[src/rtl/qa_update_pipe_if.sv]
// Transaction bus for the Q-learning update pipe: the Q-table read side drives
// the request fields, the pipe returns the write-back value and status.
interface qa_update_pipe_if #(
    parameter int NUM_ACT = 4,
    parameter int W       = 32,
    parameter int COEF_W  = 3,
    parameter int ACT_W   = (NUM_ACT > 1) ? $clog2(NUM_ACT) : 1
);
    logic                   in_valid;
    logic [NUM_ACT*W-1:0]   q_cur;
    logic [NUM_ACT*W-1:0]   q_next;
    logic [ACT_W-1:0]       act;
    logic [W-1:0]           reward;
    logic                   done;
    logic [COEF_W-1:0]      alpha;
    logic [COEF_W-1:0]      gamma;

    logic                   out_valid;
    logic [W-1:0]           q_new;
    logic [ACT_W-1:0]       out_act;
    logic [ACT_W-1:0]       out_amax;
    logic                   out_err;
    logic [15:0]            sat_cnt;

    modport master (
        output in_valid, q_cur, q_next, act, reward, done, alpha, gamma,
        input  out_valid, q_new, out_act, out_amax, out_err, sat_cnt
    );

    modport slave (
        input  in_valid, q_cur, q_next, act, reward, done, alpha, gamma,
        output out_valid, q_new, out_act, out_amax, out_err, sat_cnt
    );
endinterface

[src/rtl/qa_update_pipe.sv]
// Fully pipelined Bellman update: Qnew = Qsel + alpha*(R + gamma*max(Qnext) - Qsel).
// Seven register ranks (input capture, five arithmetic stages, output) give a
// fixed latency of six cycles from the in_valid sampling edge to out_valid.
module qa_update_pipe #(
    parameter int NUM_ACT = 4,
    parameter int W       = 32,
    parameter int COEF_W  = 3,
    parameter int ACT_W   = (NUM_ACT > 1) ? $clog2(NUM_ACT) : 1
) (
    input logic             clk,
    input logic             rst,
    qa_update_pipe_if.slave bus
);
    localparam int TD_W = W + 2;
    localparam int S_W  = W + 3;
    localparam int GP_W = W + COEF_W;
    localparam int PP_W = TD_W + COEF_W;
    localparam logic signed [S_W-1:0] SMAX = {4'b0000, {(W-1){1'b1}}};
    localparam logic signed [S_W-1:0] SMIN = {4'b1111, {(W-1){1'b0}}};

    // Stage 1: raw transaction
    logic                       s1_valid_d, s1_valid_q;
    logic [NUM_ACT*W-1:0]       s1_q_cur_d, s1_q_cur_q;
    logic [NUM_ACT*W-1:0]       s1_q_next_d, s1_q_next_q;
    logic [ACT_W-1:0]           s1_act_d, s1_act_q;
    logic signed [W-1:0]        s1_rew_d, s1_rew_q;
    logic                       s1_done_d, s1_done_q;
    logic [COEF_W-1:0]          s1_alpha_d, s1_alpha_q;
    logic [COEF_W-1:0]          s1_gamma_d, s1_gamma_q;
    // Stage 2: row reductions
    logic                       s2_valid_d, s2_valid_q;
    logic signed [W-1:0]        s2_qmax_d, s2_qmax_q;
    logic [ACT_W-1:0]           s2_amax_d, s2_amax_q;
    logic signed [W-1:0]        s2_qsel_d, s2_qsel_q;
    logic                       s2_err_d, s2_err_q;
    logic [ACT_W-1:0]           s2_act_d, s2_act_q;
    logic signed [W-1:0]        s2_rew_d, s2_rew_q;
    logic                       s2_done_d, s2_done_q;
    logic [COEF_W-1:0]          s2_alpha_d, s2_alpha_q;
    logic [COEF_W-1:0]          s2_gamma_d, s2_gamma_q;
    // Stage 3: discounted future value
    logic                       s3_valid_d, s3_valid_q;
    logic signed [W-1:0]        s3_g_d, s3_g_q;
    logic signed [W-1:0]        s3_rew_d, s3_rew_q;
    logic signed [W-1:0]        s3_qsel_d, s3_qsel_q;
    logic                       s3_err_d, s3_err_q;
    logic [ACT_W-1:0]           s3_act_d, s3_act_q;
    logic [ACT_W-1:0]           s3_amax_d, s3_amax_q;
    logic [COEF_W-1:0]          s3_alpha_d, s3_alpha_q;
    // Stage 4: temporal difference
    logic                       s4_valid_d, s4_valid_q;
    logic signed [TD_W-1:0]     s4_td_d, s4_td_q;
    logic signed [W-1:0]        s4_qsel_d, s4_qsel_q;
    logic                       s4_err_d, s4_err_q;
    logic [ACT_W-1:0]           s4_act_d, s4_act_q;
    logic [ACT_W-1:0]           s4_amax_d, s4_amax_q;
    logic [COEF_W-1:0]          s4_alpha_d, s4_alpha_q;
    // Stage 5: scaled correction
    logic                       s5_valid_d, s5_valid_q;
    logic signed [TD_W-1:0]     s5_p_d, s5_p_q;
    logic signed [W-1:0]        s5_qsel_d, s5_qsel_q;
    logic                       s5_err_d, s5_err_q;
    logic [ACT_W-1:0]           s5_act_d, s5_act_q;
    logic [ACT_W-1:0]           s5_amax_d, s5_amax_q;
    // Stage 6: unsaturated sum
    logic                       s6_valid_d, s6_valid_q;
    logic signed [S_W-1:0]      s6_sum_d, s6_sum_q;
    logic                       s6_err_d, s6_err_q;
    logic [ACT_W-1:0]           s6_act_d, s6_act_q;
    logic [ACT_W-1:0]           s6_amax_d, s6_amax_q;
    // Output rank
    logic                       out_valid_d, out_valid_q;
    logic [W-1:0]               q_new_d, q_new_q;
    logic [ACT_W-1:0]           out_act_d, out_act_q;
    logic [ACT_W-1:0]           out_amax_d, out_amax_q;
    logic                       out_err_d, out_err_q;
    logic [15:0]                sat_cnt_d, sat_cnt_q;
    // Combinational helpers
    logic signed [W-1:0]        qmax_c;
    logic [ACT_W-1:0]           amax_c;
    logic signed [W-1:0]        qsel_c;
    logic                       err_c;
    logic signed [GP_W-1:0]     gprod_c;
    logic signed [GP_W-1:0]     gshift_c;
    logic signed [PP_W-1:0]     pprod_c;
    logic signed [PP_W-1:0]     pshift_c;
    logic                       sat_hit_c;

    // Capture a new transaction; data holds during bubbles so idle cycles do not toggle the datapath.
    always_comb begin
        s1_valid_d  = bus.in_valid;
        s1_q_cur_d  = s1_q_cur_q;
        s1_q_next_d = s1_q_next_q;
        s1_act_d    = s1_act_q;
        s1_rew_d    = s1_rew_q;
        s1_done_d   = s1_done_q;
        s1_alpha_d  = s1_alpha_q;
        s1_gamma_d  = s1_gamma_q;
        if (bus.in_valid) begin
            s1_q_cur_d  = bus.q_cur;
            s1_q_next_d = bus.q_next;
            s1_act_d    = bus.act;
            s1_rew_d    = bus.reward;
            s1_done_d   = bus.done;
            s1_alpha_d  = bus.alpha;
            s1_gamma_d  = bus.gamma;
        end
    end

    // Argmax of the next-state row (strict > keeps the lowest index on ties) and selection of Q(s,a).
    always_comb begin
        qmax_c = s1_q_next_q[W-1:0];
        amax_c = '0;
        for (int i = 1; i < NUM_ACT; i++) begin
            if ($signed(s1_q_next_q[i*W +: W]) > qmax_c) begin
                qmax_c = s1_q_next_q[i*W +: W];
                amax_c = ACT_W'(i);
            end
        end
        qsel_c = '0;
        err_c  = 1'b1;
        for (int i = 0; i < NUM_ACT; i++) begin
            if (s1_act_q == ACT_W'(i)) begin
                qsel_c = s1_q_cur_q[i*W +: W];
                err_c  = 1'b0;
            end
        end
        s2_valid_d = s1_valid_q;
        s2_qmax_d  = s2_qmax_q;
        s2_amax_d  = s2_amax_q;
        s2_qsel_d  = s2_qsel_q;
        s2_err_d   = s2_err_q;
        s2_act_d   = s2_act_q;
        s2_rew_d   = s2_rew_q;
        s2_done_d  = s2_done_q;
        s2_alpha_d = s2_alpha_q;
        s2_gamma_d = s2_gamma_q;
        if (s1_valid_q) begin
            s2_qmax_d  = qmax_c;
            s2_amax_d  = amax_c;
            s2_qsel_d  = qsel_c;
            s2_err_d   = err_c;
            s2_act_d   = s1_act_q;
            s2_rew_d   = s1_rew_q;
            s2_done_d  = s1_done_q;
            s2_alpha_d = s1_alpha_q;
            s2_gamma_d = s1_gamma_q;
        end
    end

    // Discounted max: gamma is a fraction below one, so the floored product always fits in W bits.
    always_comb begin
        gprod_c    = GP_W'($signed({1'b0, s2_gamma_q})) * GP_W'(s2_qmax_q);
        gshift_c   = gprod_c >>> COEF_W;
        s3_valid_d = s2_valid_q;
        s3_g_d     = s3_g_q;
        s3_rew_d   = s3_rew_q;
        s3_qsel_d  = s3_qsel_q;
        s3_err_d   = s3_err_q;
        s3_act_d   = s3_act_q;
        s3_amax_d  = s3_amax_q;
        s3_alpha_d = s3_alpha_q;
        if (s2_valid_q) begin
            s3_g_d     = s2_done_q ? '0 : gshift_c[W-1:0];
            s3_rew_d   = s2_rew_q;
            s3_qsel_d  = s2_qsel_q;
            s3_err_d   = s2_err_q;
            s3_act_d   = s2_act_q;
            s3_amax_d  = s2_amax_q;
            s3_alpha_d = s2_alpha_q;
        end
    end

    // Temporal difference at two extra bits, wide enough for any combination of W-bit operands.
    always_comb begin
        s4_valid_d = s3_valid_q;
        s4_td_d    = s4_td_q;
        s4_qsel_d  = s4_qsel_q;
        s4_err_d   = s4_err_q;
        s4_act_d   = s4_act_q;
        s4_amax_d  = s4_amax_q;
        s4_alpha_d = s4_alpha_q;
        if (s3_valid_q) begin
            s4_td_d    = TD_W'(s3_rew_q) + TD_W'(s3_g_q) - TD_W'(s3_qsel_q);
            s4_qsel_d  = s3_qsel_q;
            s4_err_d   = s3_err_q;
            s4_act_d   = s3_act_q;
            s4_amax_d  = s3_amax_q;
            s4_alpha_d = s3_alpha_q;
        end
    end

    // Learning-rate scaling, floored back to the TD width.
    always_comb begin
        pprod_c    = PP_W'($signed({1'b0, s4_alpha_q})) * PP_W'(s4_td_q);
        pshift_c   = pprod_c >>> COEF_W;
        s5_valid_d = s4_valid_q;
        s5_p_d     = s5_p_q;
        s5_qsel_d  = s5_qsel_q;
        s5_err_d   = s5_err_q;
        s5_act_d   = s5_act_q;
        s5_amax_d  = s5_amax_q;
        if (s4_valid_q) begin
            s5_p_d    = pshift_c[TD_W-1:0];
            s5_qsel_d = s4_qsel_q;
            s5_err_d  = s4_err_q;
            s5_act_d  = s4_act_q;
            s5_amax_d = s4_amax_q;
        end
    end

    // Full-precision sum of the old value and the correction, saturated one rank later.
    always_comb begin
        s6_valid_d = s5_valid_q;
        s6_sum_d   = s6_sum_q;
        s6_err_d   = s6_err_q;
        s6_act_d   = s6_act_q;
        s6_amax_d  = s6_amax_q;
        if (s5_valid_q) begin
            s6_sum_d  = S_W'(s5_qsel_q) + S_W'(s5_p_q);
            s6_err_d  = s5_err_q;
            s6_act_d  = s5_act_q;
            s6_amax_d = s5_amax_q;
        end
    end

    // Clamp into W bits, force zero on a bad action, and count clamped results up to a sticky maximum.
    always_comb begin
        out_valid_d = s6_valid_q;
        q_new_d     = q_new_q;
        out_act_d   = out_act_q;
        out_amax_d  = out_amax_q;
        out_err_d   = out_err_q;
        sat_hit_c   = 1'b0;
        if (s6_valid_q) begin
            out_act_d  = s6_act_q;
            out_amax_d = s6_amax_q;
            out_err_d  = s6_err_q;
            if (s6_err_q) begin
                q_new_d = '0;
            end else if (s6_sum_q > SMAX) begin
                q_new_d   = {1'b0, {(W-1){1'b1}}};
                sat_hit_c = 1'b1;
            end else if (s6_sum_q < SMIN) begin
                q_new_d   = {1'b1, {(W-1){1'b0}}};
                sat_hit_c = 1'b1;
            end else begin
                q_new_d = s6_sum_q[W-1:0];
            end
        end
        sat_cnt_d = sat_cnt_q;
        if (sat_hit_c && (sat_cnt_q != 16'hFFFF)) begin
            sat_cnt_d = sat_cnt_q + 16'd1;
        end
    end

    // Pipeline registers; reset empties the pipe and clears every output.
    always_ff @(posedge clk) begin
        if (rst) begin
            s1_valid_q <= 1'b0; s1_q_cur_q <= '0; s1_q_next_q <= '0; s1_act_q <= '0;
            s1_rew_q <= '0; s1_done_q <= 1'b0; s1_alpha_q <= '0; s1_gamma_q <= '0;
            s2_valid_q <= 1'b0; s2_qmax_q <= '0; s2_amax_q <= '0; s2_qsel_q <= '0;
            s2_err_q <= 1'b0; s2_act_q <= '0; s2_rew_q <= '0; s2_done_q <= 1'b0;
            s2_alpha_q <= '0; s2_gamma_q <= '0;
            s3_valid_q <= 1'b0; s3_g_q <= '0; s3_rew_q <= '0; s3_qsel_q <= '0;
            s3_err_q <= 1'b0; s3_act_q <= '0; s3_amax_q <= '0; s3_alpha_q <= '0;
            s4_valid_q <= 1'b0; s4_td_q <= '0; s4_qsel_q <= '0; s4_err_q <= 1'b0;
            s4_act_q <= '0; s4_amax_q <= '0; s4_alpha_q <= '0;
            s5_valid_q <= 1'b0; s5_p_q <= '0; s5_qsel_q <= '0; s5_err_q <= 1'b0;
            s5_act_q <= '0; s5_amax_q <= '0;
            s6_valid_q <= 1'b0; s6_sum_q <= '0; s6_err_q <= 1'b0; s6_act_q <= '0; s6_amax_q <= '0;
            out_valid_q <= 1'b0; q_new_q <= '0; out_act_q <= '0; out_amax_q <= '0;
            out_err_q <= 1'b0; sat_cnt_q <= '0;
        end else begin
            s1_valid_q <= s1_valid_d; s1_q_cur_q <= s1_q_cur_d; s1_q_next_q <= s1_q_next_d;
            s1_act_q <= s1_act_d; s1_rew_q <= s1_rew_d; s1_done_q <= s1_done_d;
            s1_alpha_q <= s1_alpha_d; s1_gamma_q <= s1_gamma_d;
            s2_valid_q <= s2_valid_d; s2_qmax_q <= s2_qmax_d; s2_amax_q <= s2_amax_d;
            s2_qsel_q <= s2_qsel_d; s2_err_q <= s2_err_d; s2_act_q <= s2_act_d;
            s2_rew_q <= s2_rew_d; s2_done_q <= s2_done_d; s2_alpha_q <= s2_alpha_d;
            s2_gamma_q <= s2_gamma_d;
            s3_valid_q <= s3_valid_d; s3_g_q <= s3_g_d; s3_rew_q <= s3_rew_d;
            s3_qsel_q <= s3_qsel_d; s3_err_q <= s3_err_d; s3_act_q <= s3_act_d;
            s3_amax_q <= s3_amax_d; s3_alpha_q <= s3_alpha_d;
            s4_valid_q <= s4_valid_d; s4_td_q <= s4_td_d; s4_qsel_q <= s4_qsel_d;
            s4_err_q <= s4_err_d; s4_act_q <= s4_act_d; s4_amax_q <= s4_amax_d;
            s4_alpha_q <= s4_alpha_d;
            s5_valid_q <= s5_valid_d; s5_p_q <= s5_p_d; s5_qsel_q <= s5_qsel_d;
            s5_err_q <= s5_err_d; s5_act_q <= s5_act_d; s5_amax_q <= s5_amax_d;
            s6_valid_q <= s6_valid_d; s6_sum_q <= s6_sum_d; s6_err_q <= s6_err_d;
            s6_act_q <= s6_act_d; s6_amax_q <= s6_amax_d;
            out_valid_q <= out_valid_d; q_new_q <= q_new_d; out_act_q <= out_act_d;
            out_amax_q <= out_amax_d; out_err_q <= out_err_d; sat_cnt_q <= sat_cnt_d;
        end
    end

    assign bus.out_valid = out_valid_q;
    assign bus.q_new     = q_new_q;
    assign bus.out_act   = out_act_q;
    assign bus.out_amax  = out_amax_q;
    assign bus.out_err   = out_err_q;
    assign bus.sat_cnt   = sat_cnt_q;
endmodule
[src/flat_wrapper.sv]
// flat-port wrapper written by rule: the top's interface ports become plain ports
module qa_update_pipe_flat 
#(
    parameter int NUM_ACT = 4,
    parameter int W       = 32,
    parameter int COEF_W  = 3,
    parameter int ACT_W   = (NUM_ACT > 1) ? $clog2(NUM_ACT) : 1
)
  (clk, rst, bus_in_valid, bus_q_cur, bus_q_next, bus_act, bus_reward, bus_done, bus_alpha, bus_gamma, bus_out_valid, bus_q_new, bus_out_act, bus_out_amax, bus_out_err, bus_sat_cnt);
  qa_update_pipe_if #(.NUM_ACT(NUM_ACT), .W(W), .COEF_W(COEF_W), .ACT_W(ACT_W)) bus_i ();
  input logic clk;
  input logic rst;
  input wire logic [$bits(bus_i.in_valid)-1:0] bus_in_valid;
  input wire logic [$bits(bus_i.q_cur)-1:0] bus_q_cur;
  input wire logic [$bits(bus_i.q_next)-1:0] bus_q_next;
  input wire logic [$bits(bus_i.act)-1:0] bus_act;
  input wire logic [$bits(bus_i.reward)-1:0] bus_reward;
  input wire logic [$bits(bus_i.done)-1:0] bus_done;
  input wire logic [$bits(bus_i.alpha)-1:0] bus_alpha;
  input wire logic [$bits(bus_i.gamma)-1:0] bus_gamma;
  output wire logic [$bits(bus_i.out_valid)-1:0] bus_out_valid;
  output wire logic [$bits(bus_i.q_new)-1:0] bus_q_new;
  output wire logic [$bits(bus_i.out_act)-1:0] bus_out_act;
  output wire logic [$bits(bus_i.out_amax)-1:0] bus_out_amax;
  output wire logic [$bits(bus_i.out_err)-1:0] bus_out_err;
  output wire logic [$bits(bus_i.sat_cnt)-1:0] bus_sat_cnt;
  assign bus_i.in_valid = bus_in_valid;
  assign bus_i.q_cur = bus_q_cur;
  assign bus_i.q_next = bus_q_next;
  assign bus_i.act = bus_act;
  assign bus_i.reward = bus_reward;
  assign bus_i.done = bus_done;
  assign bus_i.alpha = bus_alpha;
  assign bus_i.gamma = bus_gamma;
  assign bus_out_valid = bus_i.out_valid;
  assign bus_q_new = bus_i.q_new;
  assign bus_out_act = bus_i.out_act;
  assign bus_out_amax = bus_i.out_amax;
  assign bus_out_err = bus_i.out_err;
  assign bus_sat_cnt = bus_i.sat_cnt;
  qa_update_pipe #(.NUM_ACT(NUM_ACT), .W(W), .COEF_W(COEF_W), .ACT_W(ACT_W)) u_core (.clk(clk), .rst(rst), .bus(bus_i));
endmodule
[config.mk]
export PLATFORM = sky130hd
export DESIGN_NAME = qa_update_pipe_flat
export DESIGN_NICKNAME = d
export VERILOG_FILES = /design/src/rtl/qa_update_pipe_if.sv /design/src/rtl/qa_update_pipe.sv /design/src/flat_wrapper.sv
export SDC_FILE = /design/constraint.sdc
export NUM_CORES = 2
export LEC_CHECK = 0
export ABC_AREA = 1
export ABC_CLOCK_PERIOD_IN_PS = 8330
export CORE_MARGIN = 2
export CORE_UTILIZATION = 45
export DETAILED_ROUTE_END_ITERATION = 10
export GPL_TIMING_DRIVEN = 1
export PLACE_DENSITY_LB_ADDON = 0.2
export SLEW_MARGIN = 20
export SYNTH_ARGS = -nofsm -noshare
export SYNTH_HDL_FRONTEND = slang
export SYNTH_SLANG_ARGS = --single-unit
export TNS_END_PERCENT = 30
[constraint.sdc]
create_clock -name clk -period 8.33 [get_ports clk]
set_input_delay 1.666 -clock clk [delete_from_list [all_inputs] [get_ports clk]]
set_output_delay 1.666 -clock clk [all_outputs]
set_load 0.02 [all_outputs]
; Yosys cells after proc, flatten, opt, wreduce, memory -nomap -nowiden
; Cells that the tools add are included.
[op_classes]
add_sub_neg = 4
n_mul = 2
n_lt_le_gt_ge = 5
eq_ne = 4
n_mux = 22
reduce_logical = 2
[ops]
columns = op, n
row1 = $mux W32, 11
row2 = $gt A32 B32 Y1, 3
row3 = $mul A4 B34 Y37, 1
row4 = $add A32 B34 Y35, 1
row5 = $gt A35 B32 Y1 const B, 1
row6 = $lt A35 B32 Y1 const B, 1
row7 = $mul A4 B32 Y35, 1
row8 = $sub A33 B32 Y34, 1
row9 = $add A32 B32 Y33, 1
row10 = $add A16 B1 Y16 const B, 1
row11 = $ne A16 B16 Y1 const B, 1
row12 = $mux W1, 9
row13 = $eq A2 B2 Y1 const B, 2
row14 = $mux W2, 2
row15 = $eq A2 B1 Y1 const B, 1
row16 = $logic_not A2 Y1, 1
row17 = $logic_and A1 B1 Y1, 1
[totals]
ff_bits = 754
out_inout_bits = 54
wordCells = 89

; Longest topological paths before layout
[depth]
ltp_word = 6
ltp_mapped = 51
mapped_depth_nobuf = 48

; Worst setup path before layout
; OpenSTA, ideal clock, no wires.
[synth_path]
path_kind = register to register
start = register u_core.s1_q_next_q[31]
end = register u_core.s2_qmax_q[10]
setup_time_ps = 112
t_arrival_ps = 5871
required_ps = 8218
slack_ps = 2347
stages_incl_launch_ff = 40
path_buffers = 4
path_cell_list = dfxtp_1 inv_1 ha_1 nand2_1 inv_2 nand3_1 nor2_1 and3_1 nand4_1 nand3_4 clkbuf_1 nand2_1 o21ai_0 inv_1 ha_1 a21oi_1 o21ai_0 a21oi_1 [... 4 more ...] nand2_1 nand2_2 buf_2 nand4_1 and2_1 ha_1 a21oi_1 nor2_1 a211oi_1 a21oi_1 a2111oi_0 nand3_1 o21ai_0 clkbuf_1 buf_1 nand3_1 nand2_1 nand2_1
[synth_between]
elab_chain_cells = 6
[synth_lines]
columns = item, line_no
row1 = from (decl), qa_update_pipe.sv:24  ; logic [NUM_ACT*W-1:0] s1_q_next_d, s1_q_next_q;
row2 = from (signal assigned), qa_update_pipe.sv:275  ; s1_valid_q <= s1_valid_d; s1_q_cur_q <= s1_q_cur_d; s1_q_next_q <= s1_q_next_d;
row3 = $gt A32 B32 Y1, qa_update_pipe.sv:115  ; if ($signed(s1_q_next_q[i*W +: W]) > qmax_c) begin
row4 = $mux W32 (*), qa_update_pipe.sv:115
row5 = $gt A32 B32 Y1, qa_update_pipe.sv:115
row6 = $mux W32 (*), qa_update_pipe.sv:115
row7 = $gt A32 B32 Y1, qa_update_pipe.sv:115
row8 = $mux W32 (*), qa_update_pipe.sv:115
row9 = to (signal assigned), qa_update_pipe.sv:278  ; s2_valid_q <= s2_valid_d; s2_qmax_q <= s2_qmax_d; s2_amax_q <= s2_amax_d;
row10 = to (decl), qa_update_pipe.sv:32  ; logic signed [W-1:0] s2_qmax_d, s2_qmax_q;
; Every way passes the cells marked *; elsewhere a longest branch is shown, timed or not.
; A chain may end at the register's enable or synchronous reset.

; Final worst setup path
[layout_path]
start = register u_core.s1_q_next_q[31]
end = register u_core.s2_qmax_q[13]
; Same word-level chain as after synthesis.

==> results.ini <==
[synth]
synth_top_area_share_pct = 35.9
synthTopCellsByCount = nor2_1 (1003), inv_1 (970), nand2_1 (805)
synth_edf_count = 0
ys_seq_area_share_pct = 35.9
yosys-top-cells-area = dfxtp_1 (36%), o21ai_0 (9.6%), nor2_1 (9.0%)
synth_fa_ha_area_share_pct = 13.5
synth_ff_type = dfxtp_1
synth-simple-area-share_pct = 19.7
syn_area_per_cell_sq_um = 7.04
synth_xor_area_share_pct = 1.50
synth-compound-area-share_pct = 17.9
yosysUniqueCellTypes = 47
syn_inst = 5962
async_flop_share_pct = 0
syn_area_sq_um = 42000
synth_top_family_by_area = simple AND/OR/NAND/NOR gates
synth_nets = 6656
synth_warnings = 0
synth_top_area_cell = dfxtp_1
muxShareOfSynthArea_pct = 0
synth.most_common_cell = nor2_1
yosys_register_bits = 754

[sta]
finalCritPeriodShare_pct = 89.9
relSlewSlack_pct = 29.2
setup_violations = 0
rsz0062_at_grt = no
drv_slew = 0
tightest_slew_ns = 1.06
max_freq_mhz = 134
hold_viol = 0
fin_setup_tns_ns = 0
fin_skew_ns = 0.0420
worst_slack_ns = 0.841
fin_crit_ns = 7.49

[die]
die_w_um = 309
core_region_area_sq_um = 92900
boundaryPins = 354
die_y_um = 309
num_rows = 112
initial_core_util_pct = 45.2
dieArea_sq_um = 95800

[placement]
dpl_cell_area_sq_um = 46300
dp.cells = 7310
gp_congestion = 0.921
hpwl_um = 91100
dpl_worst_slack_ns = 0.868
port_buffers = 353

[drt]
antenna_left = 0
via_per_inst = 5.12
drc = 0
vias = 38200
drt_iter0_drc = 2858
first_pass_iters = 6
finalWirelength_um = 124000
wire_per_inst_um = 16.6

[clock_network]
path_clk_slew_ns = 0.06
cts_hold_buffers = 0
ctsResizeCount = 0
cts_tree = done
cts_made_buffers = 84
clockRootBuffer = clkbuf_16
clk_latency_ns = 0.68
ctsHtreeMaxLevel = 3
clock_path_buffers = 3
cts_setup_buffers = 0
tritoncts_num_sinks = 754

[worst_setup_path]
reg2reg_depth = 36
crit_arrival_ns = 8.04
worst_setup_path_start_kind = register
path_max_fanout = 50
crit_required_ns = 8.89
regToRegSetupSlack_ns = 0.84
timing.rr.start = u_core.s1_q_next_q[31]$_SDFFE_PP0P_
endpoint_kind = register
worstSetupPathType = register to register
cpMaxStageDelayCell = o21ai_0
crit_top_cell = nand2_1
max_stage_delay_ns = 0.48
reg2reg_to = u_core.s2_qmax_q[13]$_SDFFE_PP0P_

[power]
p_total_mw = 9.56
power.density_nw_per_um2 = 194
power_leakage_nw = 23.9
peakVddDrop_mv = 0.171

[grt]
grt_usage_pct = 25.6
antenna_found_initial = 13
grt_pass1_wl_um = 195000
grt_pass1_vias = 35800
grt_max_degree = 228
grt_overflow = 0

[run]
cap_viol_max_count = 0

[hold_path]
hold_path.class = register to register
min-delay-start = u_core.s1_rew_q[8]$_SDFFE_PP0P_
hold_path_depth = 2
min_to = u_core.s2_rew_q[8]$_SDFFE_PP0P_

[final_layout]
nets = 6837
finalInstanceArea_sq_um = 49300
antenna_cells = 0
drive_gt1_share_pct = 3.28
area_growth_pct = 17.4
instances_no_fill = 7466

[outcome]
run_status = complete, no violations

==> flip-flops by register name, summed over array words and instances, names as in the netlist, 34 cells and up <==
| register | flops |
|---|---|
| u_core.s5_p_q | 34 |
| u_core.s6_sum_q | 35 |
| u_core.s1_q_cur_q | 128 |
| u_core.s4_td_q | 34 |
| u_core.s1_q_next_q | 128 |
==> routing by layer <==
metal  up-vias  global-route usage [%]  share of wire, %
met4        22                    6.65               2.4
met5         -                       0              0.12
met2       874                    42.1                46
li1      19400                       -                 -
met3       174                    4.02               5.1
met1     17700                    34.8                47
==> how the worst max path moves through the flow <==
stage	startpoint	cells after the start	slack, ns	endpoint
after CTS	u_core.s1_q_next_q[31]$_SDFFE_PP0P_	35	0.82	u_core.s2_qmax_q[6]$_SDFFE_PP0P_
after floorplan	u_core.s1_q_next_q[31]$_SDFFE_PP0P_	39	2.35	u_core.s2_qmax_q[10]$_SDFFE_PP0P_
final	u_core.s1_q_next_q[31]$_SDFFE_PP0P_	36	0.84	u_core.s2_qmax_q[13]$_SDFFE_PP0P_
after detailed placement	u_core.s1_q_next_q[31]$_SDFFE_PP0P_	35	0.87	u_core.s2_qmax_q[6]$_SDFFE_PP0P_
after global routing	u_core.s1_q_next_q[31]$_SDFFE_PP0P_	36	0.06	u_core.s2_qmax_q[9]$_SDFFE_PP0P_
after global placement	u_core.s1_q_next_q[31]$_SDFFE_PP0P_	36	1.01	u_core.s2_qmax_q[3]$_SDFFE_PP0P_
==> cell families after synthesis <==
group,Yosys count
and+or+nand+nor,2070
DFF,754
adders and majority gates,394
buffers and inverters,1267
xor gates and xnor gates,72
AOI/OAI and AO/OA,1405
==> layout make-up <==
type	instances	area, sq um
Fill cell	9254	43600
Multi-Input combinational cell	3942	22200
Sequential cell	754	15100
Timing Repair Buffer	386	3820
Inverter	975	3670
Clock buffer	119	2440
Tap cell	1254	1570
Clock inverter	36	520
==> critical path, delay by kind of cell, from the launching register on <==
| kind | cells | cell delay [ns] |
|---|---|---|
| AO/OA/AOI/OAI | 12 | 2.74 |
| adder cells (fa/ha/maj) | 3 | 0.97 |
| buffers and inverters | 6 | 0.79 |
| flip-flops | 1 | 0.33 |
| AND/OR/NAND/NOR | 15 | 2.51 |
==> cells in the final DEF, fill, tap and decap left out, types with 40 or more instances in the layout <==
| master | n |
|---|---|
| nor2_1 | 999 |
| inv_1 | 967 |
| nand2_1 | 805 |
| o21ai_0 | 802 |
| dfxtp_1 | 747 |
| a21oi_1 | 393 |
| clkdlybuf4s50_1 | 351 |
| ha_1 | 295 |
| nand3_1 | 112 |
| fa_1 | 99 |
| clkbuf_16 | 86 |
| a31oi_1 | 57 |
| nand4_1 | 55 |
| xor2_1 | 44 |
| a221oi_1 | 40 |
==> power breakdown <==
| part | leakage, nW | switching [mW] | internal (mW) | total (mW) |
|---|---|---|---|---|
| sequential | 6.18 | 0.160 | 3.79 | 3.95 |
| clock | 1.45 | 1.60 | 2.37 | 3.96 |
| combinational | 16.2 | 1.03 | 0.618 | 1.64 |
==> per-stage QoR <==
| step | util [%] | hold WS, ns |
|---|---|---|
| floorplan | - | 0.416 |
| global placement | 49.8 | 0.435 |
| detailed placement | 49.8 | 0.439 |
| CTS | 53.0 | 0.434 |
| global route | 53.0 | 0.471 |
| finish | 53.0 | 0.438 |
Power figures use the tool's default switching activity.
